[config.mk]
export PLATFORM = sky130hd
export DESIGN_NAME = pipe_stage_reg
export DESIGN_NICKNAME = d
export VERILOG_FILES = /design/src/rtl/pipe_stage_reg.sv
export SDC_FILE = /design/constraint.sdc
export NUM_CORES = 1
export LEC_CHECK = 0
export CORE_ASPECT_RATIO = 0.9
export CORE_MARGIN = 2
export CORE_UTILIZATION = 42
export DETAILED_ROUTE_END_ITERATION = 6
export MAX_ROUTING_LAYER = met4
export PLACE_DENSITY = 0.91
export SLEW_MARGIN = 20
export SYNTH_ARGS = -nofsm -noshare
export SYNTH_HDL_FRONTEND = slang
export SYNTH_SLANG_ARGS = --single-unit
[constraint.sdc]
create_clock -name clk -period 1.5 [get_ports clk]
set_input_delay 0.15 -clock clk [delete_from_list [all_inputs] [get_ports clk]]
set_output_delay 0.15 -clock clk [all_outputs]
set_load 0.01 [all_outputs]
[src/rtl/pipe_stage_reg.sv]
// pipe_stage_reg: valid/ready pipeline stage register with flush and bubble insertion.
// Define PIPE_STAGE_SKID_EN for a 2-entry skid buffer with a registered in_ready.
module pipe_stage_reg #(
  parameter int CTRL_W = 8,
  parameter int DATA_W = 32,
  parameter int LANES  = 3
) (
  input  logic                    clk,
  input  logic                    rst,
  input  logic                    flush,
  input  logic                    in_valid,
  output logic                    in_ready,
  input  logic [CTRL_W-1:0]       in_ctrl,
  input  logic [LANES*DATA_W-1:0] in_data,
  output logic                    out_valid,
  input  logic                    out_ready,
  output logic [CTRL_W-1:0]       out_ctrl,
  output logic [LANES*DATA_W-1:0] out_data,
  output logic [1:0]              out_level
);

  typedef enum logic [1:0] {
    EMPTY = 2'd0,
    ONE   = 2'd1,
    TWO   = 2'd2
  } state_t;

  state_t state, state_nxt;

  logic [CTRL_W-1:0]       main_ctrl;
  logic [LANES*DATA_W-1:0] main_data;

  logic in_fire;
  logic out_fire;
  logic load_main;

  assign out_valid = (state != EMPTY);
  assign out_ctrl  = out_valid ? main_ctrl : '0;
  assign out_data  = main_data;
  assign out_level = state;
  assign in_fire   = in_valid & in_ready;
  assign out_fire  = out_valid & out_ready;

`ifdef PIPE_STAGE_SKID_EN
  logic [CTRL_W-1:0]       skid_ctrl;
  logic [LANES*DATA_W-1:0] skid_data;
  logic                    load_skid;
  logic                    main_from_skid;
  logic                    rdy_q;

  assign in_ready = rdy_q;

  // Occupancy transitions with skid; flush wins over normal moves.
  always_comb begin
    state_nxt      = state;
    load_main      = 1'b0;
    load_skid      = 1'b0;
    main_from_skid = 1'b0;
    unique case (state)
      EMPTY: begin
        if (in_fire) begin
          state_nxt = ONE;
          load_main = 1'b1;
        end
      end
      ONE: begin
        if (in_fire && out_fire) begin
          load_main = 1'b1;
        end else if (in_fire) begin
          state_nxt = TWO;
          load_skid = 1'b1;
        end else if (out_fire) begin
          state_nxt = EMPTY;
        end
      end
      TWO: begin
        if (out_fire) begin
          state_nxt      = ONE;
          main_from_skid = 1'b1;
        end
      end
      default: state_nxt = EMPTY;
    endcase
    if (flush) begin
      state_nxt      = EMPTY;
      load_main      = 1'b0;
      load_skid      = 1'b0;
      main_from_skid = 1'b0;
    end
  end

  // Registered ready: low only while both entries are held.
  always_ff @(posedge clk) begin
    if (rst) rdy_q <= 1'b1;
    else     rdy_q <= (state_nxt != TWO);
  end

  // Skid entry captures the input arriving while the head stalls.
  always_ff @(posedge clk) begin
    if (rst) begin
      skid_ctrl <= '0;
      skid_data <= '0;
    end else if (load_skid) begin
      skid_ctrl <= in_ctrl;
      skid_data <= in_data;
    end
  end

  // Head entry loads from input or promotes the skid entry.
  always_ff @(posedge clk) begin
    if (rst) begin
      main_ctrl <= '0;
      main_data <= '0;
    end else if (load_main) begin
      main_ctrl <= in_ctrl;
      main_data <= in_data;
    end else if (main_from_skid) begin
      main_ctrl <= skid_ctrl;
      main_data <= skid_data;
    end
  end
`else
  assign in_ready = !out_valid | out_ready;

  // Single-register occupancy; in_fire while full implies out_fire.
  always_comb begin
    state_nxt = state;
    load_main = 1'b0;
    unique case (state)
      EMPTY: begin
        if (in_fire) begin
          state_nxt = ONE;
          load_main = 1'b1;
        end
      end
      ONE: begin
        if (in_fire) begin
          load_main = 1'b1;
        end else if (out_fire) begin
          state_nxt = EMPTY;
        end
      end
      default: state_nxt = EMPTY;
    endcase
    if (flush) begin
      state_nxt = EMPTY;
      load_main = 1'b0;
    end
  end

  // Head entry loads from the input on accept.
  always_ff @(posedge clk) begin
    if (rst) begin
      main_ctrl <= '0;
      main_data <= '0;
    end else if (load_main) begin
      main_ctrl <= in_ctrl;
      main_data <= in_data;
    end
  end
`endif

  // Occupancy state register.
  always_ff @(posedge clk) begin
    if (rst) state <= EMPTY;
    else     state <= state_nxt;
  end

endmodule

==> summary.txt <==
Run status
  • Status: finished, final reports clean

Synthesis
  • Gate Count Post-Synth: 468
  • Post-synthesis sequential area ratio: 0.442
  • Synthesis-stage register bit count: 105
  • Share of the synthesized area in the top cell type: 0.442
  • Area contributors post-synth: dfxtp_1, nand2b_1, mux2i_1, buf_6, clkbuf_1
  • Mean Syn Cell Area: 10.2 sq um
  • Synth warn: 0
  • Post-synthesis instance area: 4760 sq um
  • Top cell type by total area after synthesis: dfxtp_1
  • Synth unique cells: 14
  • Syn Nets: 577

Clock tree
  • Max clock buf depth: 2
  • Clock transition at the registers of the reported paths: 0.07 ns
  • Worst-skew pair later-pin latency: 0.33 ns
  • CTS tree: yes
  • H-tree levels: 3
  • Cts bufs inserted: 9
  • CTS sink count: 105
  • CTS root buf: clkbuf_16

Timing
  • Min Tclk post-route: 1.49 ns
  • Setup TNS: 0 ns
  • Setup-failing EPs final: 0
  • Hold Fails Final Rpt: 0
  • RSZ-0062 raised after global routing: yes
  • Layout Skew: 0.00649 ns
  • Tcrit/Tclk final: 0.992
  • Max frequency: 672 MHz
  • Slew Limit Fails: 0

Drt
  • # DRC: 0
  • Starting DRT DRC Count: 138
  • Routed vias/inst: 4.59
  • TritonRoute pass-1 iters: 4
  • WL/cell: 14.8 um
  • WL final: 12.5 mm
  • Routed Antenna Nets: 0
  • Vias: 3877

Power
  • Switching portion of total power: 0.236
  • Peak supply drop: 0.620 mV
  • Overall power after layout: 6.69 mW
  • Leak: 2.92 nW
  • Clock power share: 0.361
  • Int Power: 5.12 mW
  • Sequential power share: 0.450
  • Power share of the combinational group: 0.189
  • Pwr/cell area: 868 nW/um^2
  • P_sw: 1.58 mW

Worst setup path
  • Worst path top cell family by delay: buffers and inverters
  • Critical path startpoint category: register
  • Slowest CP cell: dfxtp_2
  • Worst R2R Start: out_level[0]$_SDFFE_PP0P_
  • Setup CP Type: register to register
  • Worst path arrival time: 1.74 ns
  • CP Capture Type: register
  • CP Max Fanout: 6
  • WP data required: 1.75 ns
  • Critical Path Start: out_level[0]$_SDFFE_PP0P_
  • Worst path bufs/invs: 4
  • CP max stage delay: 0.32 ns
  • CP Cell Sequence: nor2b_4 -> buf_6 -> nor3b_4 -> buf_6 -> clkbuf_16 -> clkbuf_16 -> mux2i_1

Floorplan
  • Num rows: 36
  • Initial Util: 0.435
  • Die Ht: 105 um
  • Ports: 217
  • Die ar.: 12200 sq um
  • CORE AREA: 10900 sq um
  • Die Width: 116 um

Worst hold path
  • Worst Hold Launch: rst
  • Worst hold path class: input port to register

Global route
  • Gr usage total: 0.191
  • Largest net degree at the start of global routing: 68
  • Gr ovfl total: 0
  • Vias in the first global route: 3979
  • First-pass GRT wire length: 18.3 mm
  • Initial antenna violation count: 0

Placement
  • RePlAce Congestion: 0.827
  • Final HPWL DP: 8.75 mm
  • IO Port Bufs: 215

Final layout
  • Nets@finish: 797
  • Register area: 2100 sq um
  • ANT cells: 0
  • Multi-input logic area: 2440 sq um
  • Share of layout cells above drive strength 1: 0.0736
  • Layout area overhead: 62.0%
  • Filler cells: 800

Run
  • Max-Cap Viols: 0
synthesized netlist by cell type:
| cell type | instances |
|---|---|
| clkbuf_1 | 22 |
| nor2b_4 | 1 |
| dfxtp_1 | 105 |
| buf_6 | 8 |
| inv_1 | 1 |
| buf_4 | 6 |
| buf_2 | 1 |
| conb_1 | 1 |
| nand2b_1 | 208 |
| and2_1 | 8 |
| nor3b_2 | 1 |
| nor3_1 | 1 |
| nor2_1 | 1 |
| mux2i_1 | 104 |
flip-flops by register name, summed over array words and instances, names as in the netlist:
| name | cells |
|---|---|
| main_ctrl | 8 |
| out_data | 96 |
| out_level | 1 |
worst register-to-register path, cell delays in order (launching register included):
cell and delay, ns:
dfxtp_2 0.32, nor2b_4 0.12, buf_6 0.12, nor3b_4 0.18, buf_6 0.17, clkbuf_16 0.16
clkbuf_16 0.15, mux2i_1 0.18
cell families after synthesis:
logic type | after synthesis | synth area share
mux | 104 | 0.219
other cells | 1 | 0.000788
buf+inv | 38 | 0.0476
simple gates | 220 | 0.291
flops | 105 | 0.442
power groups by stage:
stage                     sequential, mW  combinational, mW  clock (mW)
final                               3.01               1.26        2.42
after detailed placement            3.07               1.16           0
after global placement              3.07               1.13           0
after global routing                3.03               1.35        2.59
after CTS                           3.01               1.16        2.49
after floorplan                     3.13              0.445           0
final cells by class:
type,instances,share of cell area
clock buffer,10,0.0310
clock inverter,6,0.00925
inverter,1,0.000487
multi-input combinational,325,0.316
sequential,105,0.273
tap,152,0.0247
timing repair buffer,246,0.346
stage by stage:
step / std cells / worst slack [ns] / area (sq um) / utilization / hold slack, ns
6_report: 845 / 0.0115 / 7710 / 0.704 / 0.378
5_1_grt: 845 / -0.0619 / 7710 / 0.704 / 0.380
3_3_place_gp: 815 / -0.0745 / 7070 / 0.646 / 0.456
3_5_place_dp: 815 / -0.155 / 7070 / 0.646 / 0.462
4_1_cts: 832 / 0.00172 / 7380 / 0.674 / 0.370
2_1_floorplan: 468 / 0.138 / 4760 / - / 0.229
cells in the final DEF (no fill, tap or decap), drive strengths merged, types with 2 or more instances in the layout:
master / instances
dfxtp: 105
clkinvlp: 2
nand2b: 208
buf: 24
dlygate4sd2: 10
clkdlybuf4s50: 203
inv: 4
mux2i: 104
clkbuf: 18
and2: 8
final timing paths:
path | endpoint | slack (ns) | cells past startpoint
setup / recovery | out_data[63]$_SDFFE_PP0P_ | 0.01 | 7
hold / removal | out_data[92]$_SDFFE_PP0P_ | 0.38 | 3
setup reg to reg | out_data[63]$_SDFFE_PP0P_ | 0.01 | 7
hold reg to reg | out_data[16]$_SDFFE_PP0P_ | 0.47 | 2
layer usage:
metal / vias up / track usage / routed length, um
met2: 129 / 0.344 / 6460
met5: - / - / 0
met3: 17 / 0.0418 / 668
li1: 1929 / - / -
met1: 1802 / 0.212 / 5190
met4: 0 / 0.0476 / 195
what timing repair did:
item                                    CTS  global route
gates resized for setup                  10            22
hold buffers                              0             0
buffers inserted                          1             2
endpoints found under the hold margin     0             0
endpoints found under the setup margin   11            35
gates cloned                              0            11
pin swaps                                 0             1
No activity file was read; power rests on OpenSTA's default activity.
